[config.mk]
export PLATFORM = sky130hd
export DESIGN_NAME = tactile_scan_ctrl
export DESIGN_NICKNAME = d
export VERILOG_FILES = /design/src/rtl/tactile_pkg.sv /design/src/rtl/tactile_scan_ctrl_accum.sv /design/src/rtl/tactile_scan_ctrl.sv
export SDC_FILE = /design/constraint.sdc
export NUM_CORES = 1
export LEC_CHECK = 0
export BUFFER_PORTS_ARGS = -buffer_cell sky130_fd_sc_hd__buf_4
export CAP_MARGIN = 15
export CORE_MARGIN = 4
export CORE_UTILIZATION = 40
export DETAILED_ROUTE_END_ITERATION = 8
export HOLD_SLACK_MARGIN = 0.15
export SLEW_MARGIN = 20
export SYNTH_ARGS = -nofsm -noshare
export SYNTH_HDL_FRONTEND = slang
export SYNTH_SLANG_ARGS = --single-unit
[constraint.sdc]
create_clock -name clk_in -period 5.1 [get_ports clk_in]
set_clock_uncertainty 0.2 [all_clocks]
set_input_delay 0.765 -clock clk_in [delete_from_list [all_inputs] [get_ports clk_in]]
set_output_delay 0.765 -clock clk_in [all_outputs]
set_load 0.01 [all_outputs]
[src/rtl/tactile_pkg.sv]
// Shared types and constants for the tactile array scan controller.
package tactile_pkg;

    localparam int ADC_BITS_DEF = 12;

    typedef enum logic [2:0] {
        IDLE,
        SETTLE,
        CONVERT,
        WAIT,
        OUTPUT
    } scan_state_e;

endpackage

[src/rtl/tactile_scan_ctrl_accum.sv]
// Per-taxel sample accumulator and sample counter.
module taxel_accum
    import tactile_pkg::*;
#(
    parameter int DW       = ADC_BITS_DEF,
    parameter int AVG_LOG2 = 2
) (
    input  logic                   clk,
    input  logic                   rst_n,
    input  logic                   clear,
    input  logic                   add,
    input  logic [DW-1:0]          data,
    output logic [DW+AVG_LOG2-1:0] sum,
    output logic                   last
);

    localparam int SUMW = DW + AVG_LOG2;
    localparam int CW   = AVG_LOG2 + 1;
    localparam int NS   = 1 << AVG_LOG2;

    logic [SUMW-1:0] sum_q, sum_d;
    logic [CW-1:0]   cnt_q, cnt_d;

    // last flags that the sample being added now completes the average
    assign last = (cnt_q == CW'(NS - 1));
    assign sum  = sum_q;

    always_comb begin
        sum_d = sum_q;
        cnt_d = cnt_q;
        if (clear) begin
            sum_d = '0;
            cnt_d = '0;
        end else if (add) begin
            sum_d = sum_q + SUMW'(data);
            cnt_d = last ? '0 : cnt_q + 1'b1;
        end
    end

    always_ff @(posedge clk) begin
        if (!rst_n) begin
            sum_q <= '0;
            cnt_q <= '0;
        end else begin
            sum_q <= sum_d;
            cnt_q <= cnt_d;
        end
    end

endmodule

[src/rtl/tactile_scan_ctrl.sv]
// Scans a switching x read wire matrix, averages ADC samples per taxel
// and streams the results over a valid/ready handshake.
module tactile_scan_ctrl
    import tactile_pkg::*;
#(
    parameter int SW_WIRE_CNT   = 16,
    parameter int RD_WIRE_CNT   = 16,
    parameter int ADC_BITS      = ADC_BITS_DEF,
    parameter int SETTLE_CYCLES = 8,
    parameter int AVG_LOG2      = 2
) (
    input  logic                                     clk_in,
    input  logic                                     rst_n_in,
    input  logic                                     enable_in,
    input  logic                                     single_shot_in,
    input  logic                                     start_in,
    output logic                                     adc_start_out,
    input  logic                                     adc_done_in,
    input  logic [ADC_BITS-1:0]                      adc_data_in,
    output logic [$clog2(SW_WIRE_CNT)-1:0]           sw_sel_out,
    output logic [$clog2(RD_WIRE_CNT)-1:0]           rd_sel_out,
    output logic [ADC_BITS-1:0]                      taxel_data_out,
    output logic [$clog2(SW_WIRE_CNT*RD_WIRE_CNT)-1:0] taxel_addr_out,
    output logic                                     taxel_valid_out,
    input  logic                                     taxel_ready_in,
    output logic                                     frame_done_out,
    output logic                                     busy_out,
    output logic [15:0]                              frame_count_out
);

    localparam int SWW  = $clog2(SW_WIRE_CNT);
    localparam int RDW  = $clog2(RD_WIRE_CNT);
    localparam int AW   = $clog2(SW_WIRE_CNT * RD_WIRE_CNT);
    localparam int ACW  = ADC_BITS + AVG_LOG2;
    localparam int SCW  = $clog2(SETTLE_CYCLES + 1);

    scan_state_e    state_q, state_d;
    logic [SWW-1:0] sw_q, sw_d;
    logic [RDW-1:0] rd_q, rd_d;
    logic [SCW-1:0] settle_q, settle_d;
    logic [15:0]    fcnt_q, fcnt_d;

    logic           acc_clear, acc_add, acc_last;
    logic [ACW-1:0] acc_sum;
    logic           fdone;
    logic           rd_wrap, sw_wrap;
    logic           go;

    taxel_accum #(
        .DW       (ADC_BITS),
        .AVG_LOG2 (AVG_LOG2)
    ) u_acc (
        .clk   (clk_in),
        .rst_n (rst_n_in),
        .clear (acc_clear),
        .add   (acc_add),
        .data  (adc_data_in),
        .sum   (acc_sum),
        .last  (acc_last)
    );

    assign rd_wrap = (rd_q == RDW'(RD_WIRE_CNT - 1));
    assign sw_wrap = (sw_q == SWW'(SW_WIRE_CNT - 1));
    assign go      = enable_in && (start_in || !single_shot_in);

    always_comb begin
        state_d   = state_q;
        sw_d      = sw_q;
        rd_d      = rd_q;
        settle_d  = settle_q;
        fcnt_d    = fcnt_q;
        acc_clear = 1'b0;
        acc_add   = 1'b0;
        fdone     = 1'b0;
        unique case (state_q)
            IDLE: begin
                if (go) begin
                    state_d  = SETTLE;
                    settle_d = '0;
                    sw_d     = '0;
                    rd_d     = '0;
                end
            end
            SETTLE: begin
                if (settle_q == SCW'(SETTLE_CYCLES - 1)) begin
                    state_d  = CONVERT;
                    settle_d = '0;
                end else begin
                    settle_d = settle_q + 1'b1;
                end
            end
            CONVERT: state_d = WAIT;
            WAIT: begin
                if (adc_done_in) begin
                    acc_add = 1'b1;
                    state_d = acc_last ? OUTPUT : CONVERT;
                end
            end
            OUTPUT: begin
                if (taxel_ready_in) begin
                    acc_clear = 1'b1;
                    settle_d  = '0;
                    state_d   = SETTLE;
                    if (!rd_wrap) begin
                        rd_d = rd_q + 1'b1;
                    end else begin
                        rd_d = '0;
                        if (!sw_wrap) begin
                            sw_d = sw_q + 1'b1;
                        end else begin
                            // frame boundary: the only point enable_in is honoured
                            sw_d   = '0;
                            fdone  = 1'b1;
                            fcnt_d = fcnt_q + 1'b1;
                            if (!(enable_in && !single_shot_in))
                                state_d = IDLE;
                        end
                    end
                end
            end
            default: state_d = IDLE;
        endcase
    end

    always_ff @(posedge clk_in) begin
        if (!rst_n_in) begin
            state_q  <= IDLE;
            sw_q     <= '0;
            rd_q     <= '0;
            settle_q <= '0;
            fcnt_q   <= '0;
        end else begin
            state_q  <= state_d;
            sw_q     <= sw_d;
            rd_q     <= rd_d;
            settle_q <= settle_d;
            fcnt_q   <= fcnt_d;
        end
    end

    assign adc_start_out   = (state_q == CONVERT);
    assign busy_out        = (state_q != IDLE);
    assign taxel_valid_out = (state_q == OUTPUT);
    assign taxel_data_out  = taxel_valid_out ? acc_sum[ACW-1:AVG_LOG2] : '0;
    assign taxel_addr_out  = AW'(sw_q) * AW'(RD_WIRE_CNT) + AW'(rd_q);
    assign sw_sel_out      = sw_q;
    assign rd_sel_out      = rd_q;
    assign frame_done_out  = fdone;
    assign frame_count_out = fcnt_q;

endmodule

# == After elaboration in Yosys (flattened, before gate mapping) ==
# Cells that the tools add are included.
# classes
eq_ne,13
n_mux,30
add_sub_neg,7
bitwise_logic,1
n_reduce_logical,14
# ops
op,count
$mux 4,8
$mux 3,6
$add 16x1->16 const B,1
$pmux 4 s2,2
$pmux 3 s5,1
$add 14x12->14,1
$add 4x1->4 const B,3
$mux 12,1
$pmux 4 s3,1
$reduce_and 4->1,3
$mux 1,11
$eq 3x2->1 const B,3
$add 8x4->8,1
$eq 4x4->1 const B,2
$ne 2x2->1 const B,3
$reduce_and 3->1,2
$reduce_bool 3->1,2
$eq 4x3->1 const B,1
$ne 2x1->1 const B,2
$add 3x1->3 const B,1
$eq 3x1->1 const B,1
$eq 3x3->1 const B,1
$logic_not 3->1,1
$logic_and 1x1->1,2
other kinds (5),5
# word_totals
register_bits,48
in_bits,19
out_inout_bits,48

# == Depth between registers and ports, before layout ==
# Gate-level depths: netlist (run 1).
# depth
word_depth,7
mapped_depth,8
depth_no_buf,8

# == Modules after synthesis ==
# A second synthesis (run 1) with hierarchy kept.
# unflattened
hier_cells,374
hier_area_um2,3070.4
# modules_own_cells
mod,cells_each,area_per_inst_um2,n_inst
tactile_scan_ctrl,224,1819.2,1
taxel_accum,150,1251.2,1

# == Worst setup path after synthesis (run 1) ==
# OpenSTA, ideal clock, no wires.
# synth_path
path_type,input -> register
startpoint,in adc_data_in[0]
endpoint,"reg u_acc.sum_q[12], in the netlist u_acc.sum[12]"
required_ps,4768
arrival_time_ps,2466
setup_ps,132
slack_ps,2302
n_path_buf,0
cell_stages,8
path_cell_list,ha_1 fa_1 a21o_1 a221oi_1 o21ai_0 a31oi_1 or3_1 a21oi_1
# synth_between
elab_chain_cells,1
# synth_lines
item,line,text
from (decl),tactile_scan_ctrl.sv:19,"input logic [ADC_BITS-1:0] adc_data_in,"
$add 14x12->14,tactile_scan_ctrl_accum.sv:35,sum_d = sum_q + SUMW'(data);
to (signal assigned),tactile_scan_ctrl_accum.sv:45,sum_q <= sum_d;
to (decl),tactile_scan_ctrl_accum.sv:21,"logic [SUMW-1:0] sum_q, sum_d;"
# Every way passes these cells.
# A chain may end at the register's enable or synchronous reset.

# == Worst setup path in the final report (run 1) ==
# layout_path
startpoint,reg state_q[2]
endpoint,out taxel_data_out[11]
# layout_between
elab_chain_cells,2
# layout_lines
item,line,text
from (decl),tactile_scan_ctrl.sv:37,"scan_state_e state_q, state_d;"
from (signal assigned),tactile_scan_ctrl.sv:133,state_q <= state_d;
$eq 3x3->1,tactile_scan_ctrl.sv:143,assign taxel_valid_out = (state_q == OUTPUT);
$mux 12,tactile_scan_ctrl.sv:144,assign taxel_data_out = taxel_valid_out ? acc_sum[ACW-1:AVG_LOG2] : '0;
to (decl),tactile_scan_ctrl.sv:22,"output logic [ADC_BITS-1:0] taxel_data_out,"
# Every way passes these cells.

==> results.toml, run 1 <==
[global_route]
grt_pass1_vias = 2223
grt_max_degree = 34
grt_pass1_wl_um = 10200
antenna_found_initial = 0
overflow = 0
grt_usage_pct = 14.7

[floorplan]
dieArea_um2 = 8420
rows = 30
ios = 67
initial_core_util_pct = 41.3
die_w_um = 91.8
core_area_um2 = 6790
fp.dieH_um = 91.8

[placed_design]
place_area_um2 = 3330
port_buffers = 66
gp_congestion = 0.824
dpl.hpwl_um = 4590

[timing]
min_period_ns = 2.92
final_max_slew_viol_count = 0
fin_crit_sh_pct = 57.3
max_freq_mhz = 342
fin_tns_setup_ns = 0
max_slew_margin_pct = 29.7
worst_pin_slew_ns = 1.05
setup_viol = 0
final-hold-violation-count = 0
rsz0062_at_grt = "false"

[clock_network]
post-cts-setup-buffers = 0
cts_htree_levels = 2
clk_latency_ns = 0.30
cts.clk_slew.worst_paths_ns = 0.08
cts_resized = 0
cts_root_buffer = "clkbuf_8"
cts_tree = "yes"
cts.sinks = 48
postCtsHoldBufs = 0
cts_buffers = 5
clk_path_buf_depth = 2

[routing]
wl_met1_um = 2970
vias_per_cell = 4.96
firstDrtPassIters = 4
drc_errors = 0
drt-wirelength-per-cell_um = 12.7
vias = 2403
dr.max_layer_used = "met4"
wl_met2_um = 2950
routed_wl_um = 6160
postRouteAntennaNets = 0
met3_length_um = 210
drt_iter0_markers = 84

[cells_and_area]
n_antenna_cell = 0
final_cell_mix = "buf_4, dfxtp_1, nand2_1"
drive_gt1_share_pct = 21.4
layout_commonest_cell = "buf_4"
fin_nets = 424
postLayoutCellArea_um2 = 3430
syn_to_final_growth_pct = 22.3

[logic_synthesis]
synth_seq_cells = 48
synth_nets = 368
synth_edf_count = 0
ys.flop_type = "dfxtp_1"
synthCells = 331
ys_types = 51
ys.warnings.count = 0
postSynthAreaPerCell_um2 = 8.48
synth_area_um2 = 2810
async_reset_ff_share_pct = 0
seq_area_frac_synth_pct = 34.2

[worst_setup_path]
required_ns = 4.14
cp.arrival_ns = 1.96
endpoint_kind = "primary output"
crit_path_start_kind = "flop"
cp_max_fo = 12
crit_type = "reg2out"

[pwr]
p_leak_nw = 1.52
total_power_w = 0.000734
ir_worst_vdd_mv = 0.105
powerDensity_nw_per_um2 = 214

[hold_path]
hold_class = "reg2reg"

[outcome]
outcome = "finished clean"

[flow_run]
max-cap-violations = 0
-- synthesized netlist by cell type, types with 2 or more instances --
master,number,area [µm²]
a21boi_0,6,45.0
a21boi_1,3,22.5
a21o_1,7,52.6
a21oi_1,20,100
a31oi_1,3,18.8
and2_1,23,144
and3_1,5,31.3
buf_4,8,60.1
clkbuf_1,9,33.8
dfxtp_1,48,961
ha_1,17,213
inv_1,3,11.3
mux2i_1,2,20.0
nand2_1,44,165
nand2b_1,6,37.5
nand3_1,19,95.1
nand4_1,10,62.6
nor2_1,15,56.3
nor2b_1,11,68.8
nor3_1,3,15.0
o21ai_0,12,60.1
or3_1,7,43.8
xnor2_1,13,114
xor2_1,10,87.6
-- sequential cells by signal (all words and copies together) (netlist names) --
name / count
frame_count_out: 16
u_acc.sum: 14
state_q: 3
rd_sel_out: 4
sw_sel_out: 4
u_acc.cnt_q: 3
settle_q: 4
-- layout make-up --
cell class	instances	area, µm²
Timing Repair Buffer	67	503
Multi-Input combinational cell	262	1730
Sequential cell	48	961
Fill cell	675	3360
Clock buffer	6	72.6
Tap cell	96	120
Clock inverter	2	35.0
Inverter	3	11.3
-- where the power goes --
group	internal [W]	switching, W
Clock	0.000146	0.000127
Sequential	0.000379	0.00000641
Combinational	0.0000347	0.0000405
Total	0.000559	0.000174
-- metrics by stage --
stage	cells	hold WS [ns]	worst slack, ns	util [%]
6_report	484	0.237	2.18	50.5
2_1_floorplan	331	0.210	2.30	-
4_1_cts	484	0.239	2.11	50.5
3_3_place_gp	476	0.219	1.93	49.0
3_5_place_dp	476	0.225	1.87	49.0
5_1_grt	484	0.271	1.95	50.5
-- layer usage --
layer  GRT usage, %  vias to the layer above
met5              0                        -
met4           5.69                        0
li1               -                     1272
met2           24.0                       36
met3           2.63                        2
met1           19.3                     1093
-- critical path, stage by stage (launching register included) --
cell,delay (ns)
dfxtp_1,0.49
nor3b_2,0.62
buf_4,0.29
and2_1,0.15
buf_4,0.12
-- path summary, 6_finish.rpt --
check	start	endpoint	slack, ns	depth (start not counted)
worst max-delay path	state_q[2]	taxel_data_out[11]	2.18	4
worst min-delay path	u_acc.cnt_q[2]	u_acc.cnt_q[2]	0.24	2
worst max register to register	u_acc.sum[0]	u_acc.sum[12]	2.46	8
worst min register to register	u_acc.cnt_q[2]	u_acc.cnt_q[2]	0.24	2
-- cells by family (layout without fill, tap and decap cells) --
family | Yosys count | in the layout | synth area share [%]
DFF | 48 | 48 | 34.2
and+or+nand+nor | 153 | 153 | 30.2
muxes | 3 | 3 | 1.11
buffers and inverters | 21 | 78 | 4.14
adders and majority gates | 18 | 18 | 8.29
xor gates and xnor gates | 23 | 23 | 7.17
AOI/OAI and AO/OA | 65 | 65 | 14.8
Power figures use the tool's default switching activity.
==> run 2: changes to the inputs <==
==> constraint.sdc (replaced) <==
create_clock -name clk_in -period 2.93 [get_ports clk_in]
set_clock_uncertainty 0.2 [all_clocks]
set_input_delay 0.4395 -clock clk_in [delete_from_list [all_inputs] [get_ports clk_in]]
set_output_delay 0.4395 -clock clk_in [all_outputs]
set_load 0.01 [all_outputs]
==> results.toml, run 2 (same netlist as run 1, synthesis figures left out) <==
[outcome]
outcome = "finished clean"

[global_route]
grt_pass1_vias = 2282
antenna_found_initial = 0
grt_max_degree = 34
overflow = 0
grt_usage_pct = 15.2
grt_pass1_wl_um = 10800

[clock_network]
postCtsHoldBufs = 0
post-cts-setup-buffers = 0
cts_htree_levels = 2
cts_root_buffer = "clkbuf_8"
clk_path_buf_depth = 2
cts.sinks = 48
cts.clk_slew.worst_paths_ns = 0.09
clk_latency_ns = 0.30
cts_tree = "yes"
cts_buffers = 5
cts_resized = 0

[hold_path]
whs_path_depth = 2
hold_end = "u_acc.cnt_q[2]"
hold_class = "reg2reg"
hp-start = "u_acc.cnt_q[2]"

[worst_setup_path]
cp_max_fo = 7
cp.arrival_ns = 1.89
regToRegSetupSlack_ns = 0.49
cp_cell_sequence = "ha_1 > nand3_1 > nor3_2 > buf_4"
critical_path.max_stage_delay_ns = 0.51
crit_path_start_kind = "flop"
endpoint_kind = "primary output"
rr_worst_depth = 9
required_ns = 2.29
crit_type = "reg2out"
r2r_end = "u_acc.sum[12]"
cp_slowest_cell = "nor3_2"
r2r_start = "u_acc.sum[0]"

[timing]
final-hold-violation-count = 0
max_freq_mhz = 396
min_period_ns = 2.53
setup_viol = 0
max_slew_margin_pct = 57.4
holdWs_ns = 0.241
rsz0062_at_grt = "false"
fin_tns_setup_ns = 0
worst_pin_slew_ns = 0.637
final_max_slew_viol_count = 0
fin_crit_sh_pct = 86.3

[routing]
drt-wirelength-per-cell_um = 12.9
routed_wl_um = 6270
vias = 2406
drt_iter0_markers = 79
firstDrtPassIters = 4
drc_errors = 0
vias_per_cell = 4.94
postRouteAntennaNets = 0

[cells_and_area]
drive_gt1_share_pct = 22.0
n_antenna_cell = 0
layout_commonest_cell = "buf_4"
regArea_um2 = 961
syn_to_final_growth_pct = 23.1
fin_util_pct = 50.9
final_cell_mix = "buf_4, dfxtp_1, nand2_1"
multiInputGateArea_um2 = 1730
fin_nets = 427
largest_reg_flops = 16
fillCellCount = 665

[pwr]
total_power_w = 0.00128
powerDensity_nw_per_um2 = 370
p_leak_nw = 1.53
ir_worst_vdd_mv = 0.174

[floorplan]
dieArea_um2 = 8420
ios = 67
initial_core_util_pct = 41.3
fp.dieH_um = 91.8
die_w_um = 91.8
rows = 30
core_area_um2 = 6790

[placed_design]
dpl.hpwl_um = 4570
gp_congestion = 0.820
port_buffers = 66

[flow_run]
max-cap-violations = 0
-- run 2: layer usage --
layer,vias to the layer above,share of wire (%),global-route usage [%]
li1,1277,-,-
met1,1078,49,20.8
met4,0,0.97,3.71
met3,5,4.5,3.20
met5,-,0,0
met2,46,45,24.5
-- run 2: cell type report --
class | instances | share of cell area, %
timing repair buffer | 70 | 15.2
clock buffer | 6 | 2.10
tap | 96 | 3.48
clock inverter | 2 | 1.01
sequential | 48 | 27.8
multi-input combinational | 262 | 50.1
inverter | 3 | 0.326
-- run 2: worst max-delay path by stage --
stage	from	end	slack (ns)	cells past startpoint
floorplan	adc_data_in[0]	u_acc.sum[12]	0.46	8
global placement	adc_data_in[0]	u_acc.sum[12]	0.27	10
detailed placement	adc_data_in[0]	u_acc.sum[12]	0.25	10
CTS	sw_sel_out[0]	frame_done_out	0.36	4
global route	sw_sel_out[0]	frame_done_out	0.26	4
finish	sw_sel_out[0]	frame_done_out	0.40	4
-- run 2: worst max-delay path: cells and delay by family, from the launching register on --
| kind | cells | cell delay (ns) |
|---|---|---|
| buf+inv | 1 | 0.21 |
| flops | 1 | 0.41 |
| simple gates | 2 | 0.77 |
| fa+ha+maj | 1 | 0.19 |
-- run 2: power breakdown --
group	internal, W	leakage, nW	total, W	switching [W]
clock	0.000253	0.0552	0.000471	0.000218
sequential	0.000660	0.387	0.000671	0.0000115
combinational	0.0000629	1.09	0.000135	0.0000717
-- run 2: per-stage QoR --
stage,instance area [µm²],instances,setup WS (ns)
finish,3460,487,0.402
CTS,3460,487,0.359
global placement,3350,479,0.271
global route,3460,487,0.256
detailed placement,3350,479,0.252
floorplan,2810,331,0.457
==> run 3: changes to the inputs <==
--- a/config.mk
+++ b/config.mk
@@ -8,9 +8,10 @@
 export BUFFER_PORTS_ARGS = -buffer_cell sky130_fd_sc_hd__buf_4
 export CAP_MARGIN = 15
 export CORE_MARGIN = 4
-export CORE_UTILIZATION = 40
+export CORE_UTILIZATION = 45
 export DETAILED_ROUTE_END_ITERATION = 8
-export HOLD_SLACK_MARGIN = 0.15
+export HOLD_SLACK_MARGIN = 0.08
+export PLACE_DENSITY = 0.69
 export SLEW_MARGIN = 20
 export SYNTH_ARGS = -nofsm -noshare
 export SYNTH_HDL_FRONTEND = slang
==> results.toml, run 3 (same netlist as run 1, synthesis figures left out) <==
[routing]
routed_wl_um = 6260
drc_errors = 0
firstDrtPassIters = 4
drt_iter0_markers = 100
postRouteAntennaNets = 0
vias = 2493
vias_per_cell = 5.37
drt-wirelength-per-cell_um = 13.5

[clock_network]
clk_path_buf_depth = 2
cts.sinks = 48
cts.clk_slew.worst_paths_ns = 0.09
cts_buffers = 5
post-cts-setup-buffers = 0
cts_tree = "yes"
postCtsHoldBufs = 0
clk_latency_ns = 0.30
cts_resized = 0
cts_root_buffer = "clkbuf_8"
cts_htree_levels = 2

[floorplan]
die_w_um = 87.0
dieArea_um2 = 7570
fp.dieH_um = 87.0
ios = 67
initial_core_util_pct = 46.9
rows = 28
core_area_um2 = 5990

[worst_setup_path]
cp.arrival_ns = 2.57
crit_path_start_kind = "flop"
cp_max_fo = 3
cp_slowest_cell = "a221oi_1"
rr_worst_depth = 8
required_ns = 2.90
crit_type = "reg2reg"
critical_path.max_stage_delay_ns = 0.44
cp_cell_sequence = "ha_1 > fa_1 > a21o_1 > a221oi_1 > o21ai_0 > a31oi_1 > or3_1 > a21oi_1"
endpoint_kind = "flop"

[pwr]
ir_worst_vdd_mv = 0.205
p_leak_nw = 1.53
powerDensity_nw_per_um2 = 382

[cells_and_area]
final_cell_mix = "buf_4, dfxtp_1, nand2_1"
largest_reg_flops = 16
drive_gt1_share_pct = 21.9
layoutNonFillerInstCount = 464
layout_commonest_cell = "buf_4"
syn_to_final_growth_pct = 22.1
fin_nets = 425
n_antenna_cell = 0
postLayoutCellArea_um2 = 3430

[timing]
worst_pin_slew_ns = 0.581
min_period_ns = 2.60
max_freq_mhz = 385
final-hold-violation-count = 0
fin_tns_setup_ns = 0
final_max_slew_viol_count = 0
fin_crit_sh_pct = 88.7
holdWs_ns = 0.234
setup_viol = 0
rsz0062_at_grt = "false"
max_slew_margin_pct = 61.2

[global_route]
grt_pass1_vias = 2418
grt_pass1_wl_um = 10600
overflow = 0
grt_usage_pct = 17.1
antenna_found_initial = 0
grt_max_degree = 34

[flow_run]
max-cap-violations = 0

[outcome]
outcome = "finished clean"

[placed_design]
dp_cells = 456
gp_congestion = 0.860
dpl.hpwl_um = 4620
place_area_um2 = 3310
port_buffers = 66

[hold_path]
whs_path_depth = 2
hold_class = "reg2reg"
## run 3: per-stage QoR
stage	power, W	utilization [%]	worst slack (ns)
floorplan	0.000773	-	0.457
CTS	0.00133	57.2	0.324
detailed placement	0.000819	55.2	0.0856
global route	0.00137	57.2	0.200
global placement	0.000817	55.2	0.158
finish	0.00131	57.2	0.330
## run 3: layout make-up
cell class / count / area (µm²)
fillers: 550 / 2560
multi-input cells: 262 / 1730
flip-flops and latches: 48 / 961
repair buffers: 68 / 510
well taps: 75 / 93.8
clock buffers: 6 / 82.6
clock inverters: 2 / 38.8
inverters: 3 / 11.3
## run 3: layer usage
| layer | GRT usage (%) | share of wire (%) |
|---|---|---|
| met5 | 0 | 0 |
| met2 | 29.9 | 48 |
| met1 | 21.1 | 46 |
| met4 | 4.25 | 1.0 |
| met3 | 3.88 | 5.4 |
## run 3: path summary, 6_finish.rpt
path / slack, ns / start / end
worst min register to register: 0.23 / u_acc.cnt_q[2] / u_acc.cnt_q[2]
worst max-delay path: 0.33 / u_acc.sum[0] / u_acc.sum[12]
worst min-delay path: 0.23 / u_acc.cnt_q[2] / u_acc.cnt_q[2]
worst max register to register: 0.33 / u_acc.sum[0] / u_acc.sum[12]
## run 3: where the power goes
part | switching (W) | total, W | internal [W]
sequential | 0.0000117 | 0.000672 | 0.000660
clock | 0.000228 | 0.000507 | 0.000279
combinational | 0.0000720 | 0.000133 | 0.0000609
## run 3: worst max-delay path, delay by kind of cell (launching register included)
family	cells	cell delay, ns
compound gates	5	1.19
simple gates	1	0.12
fa+ha+maj	2	0.62
flops	1	0.33
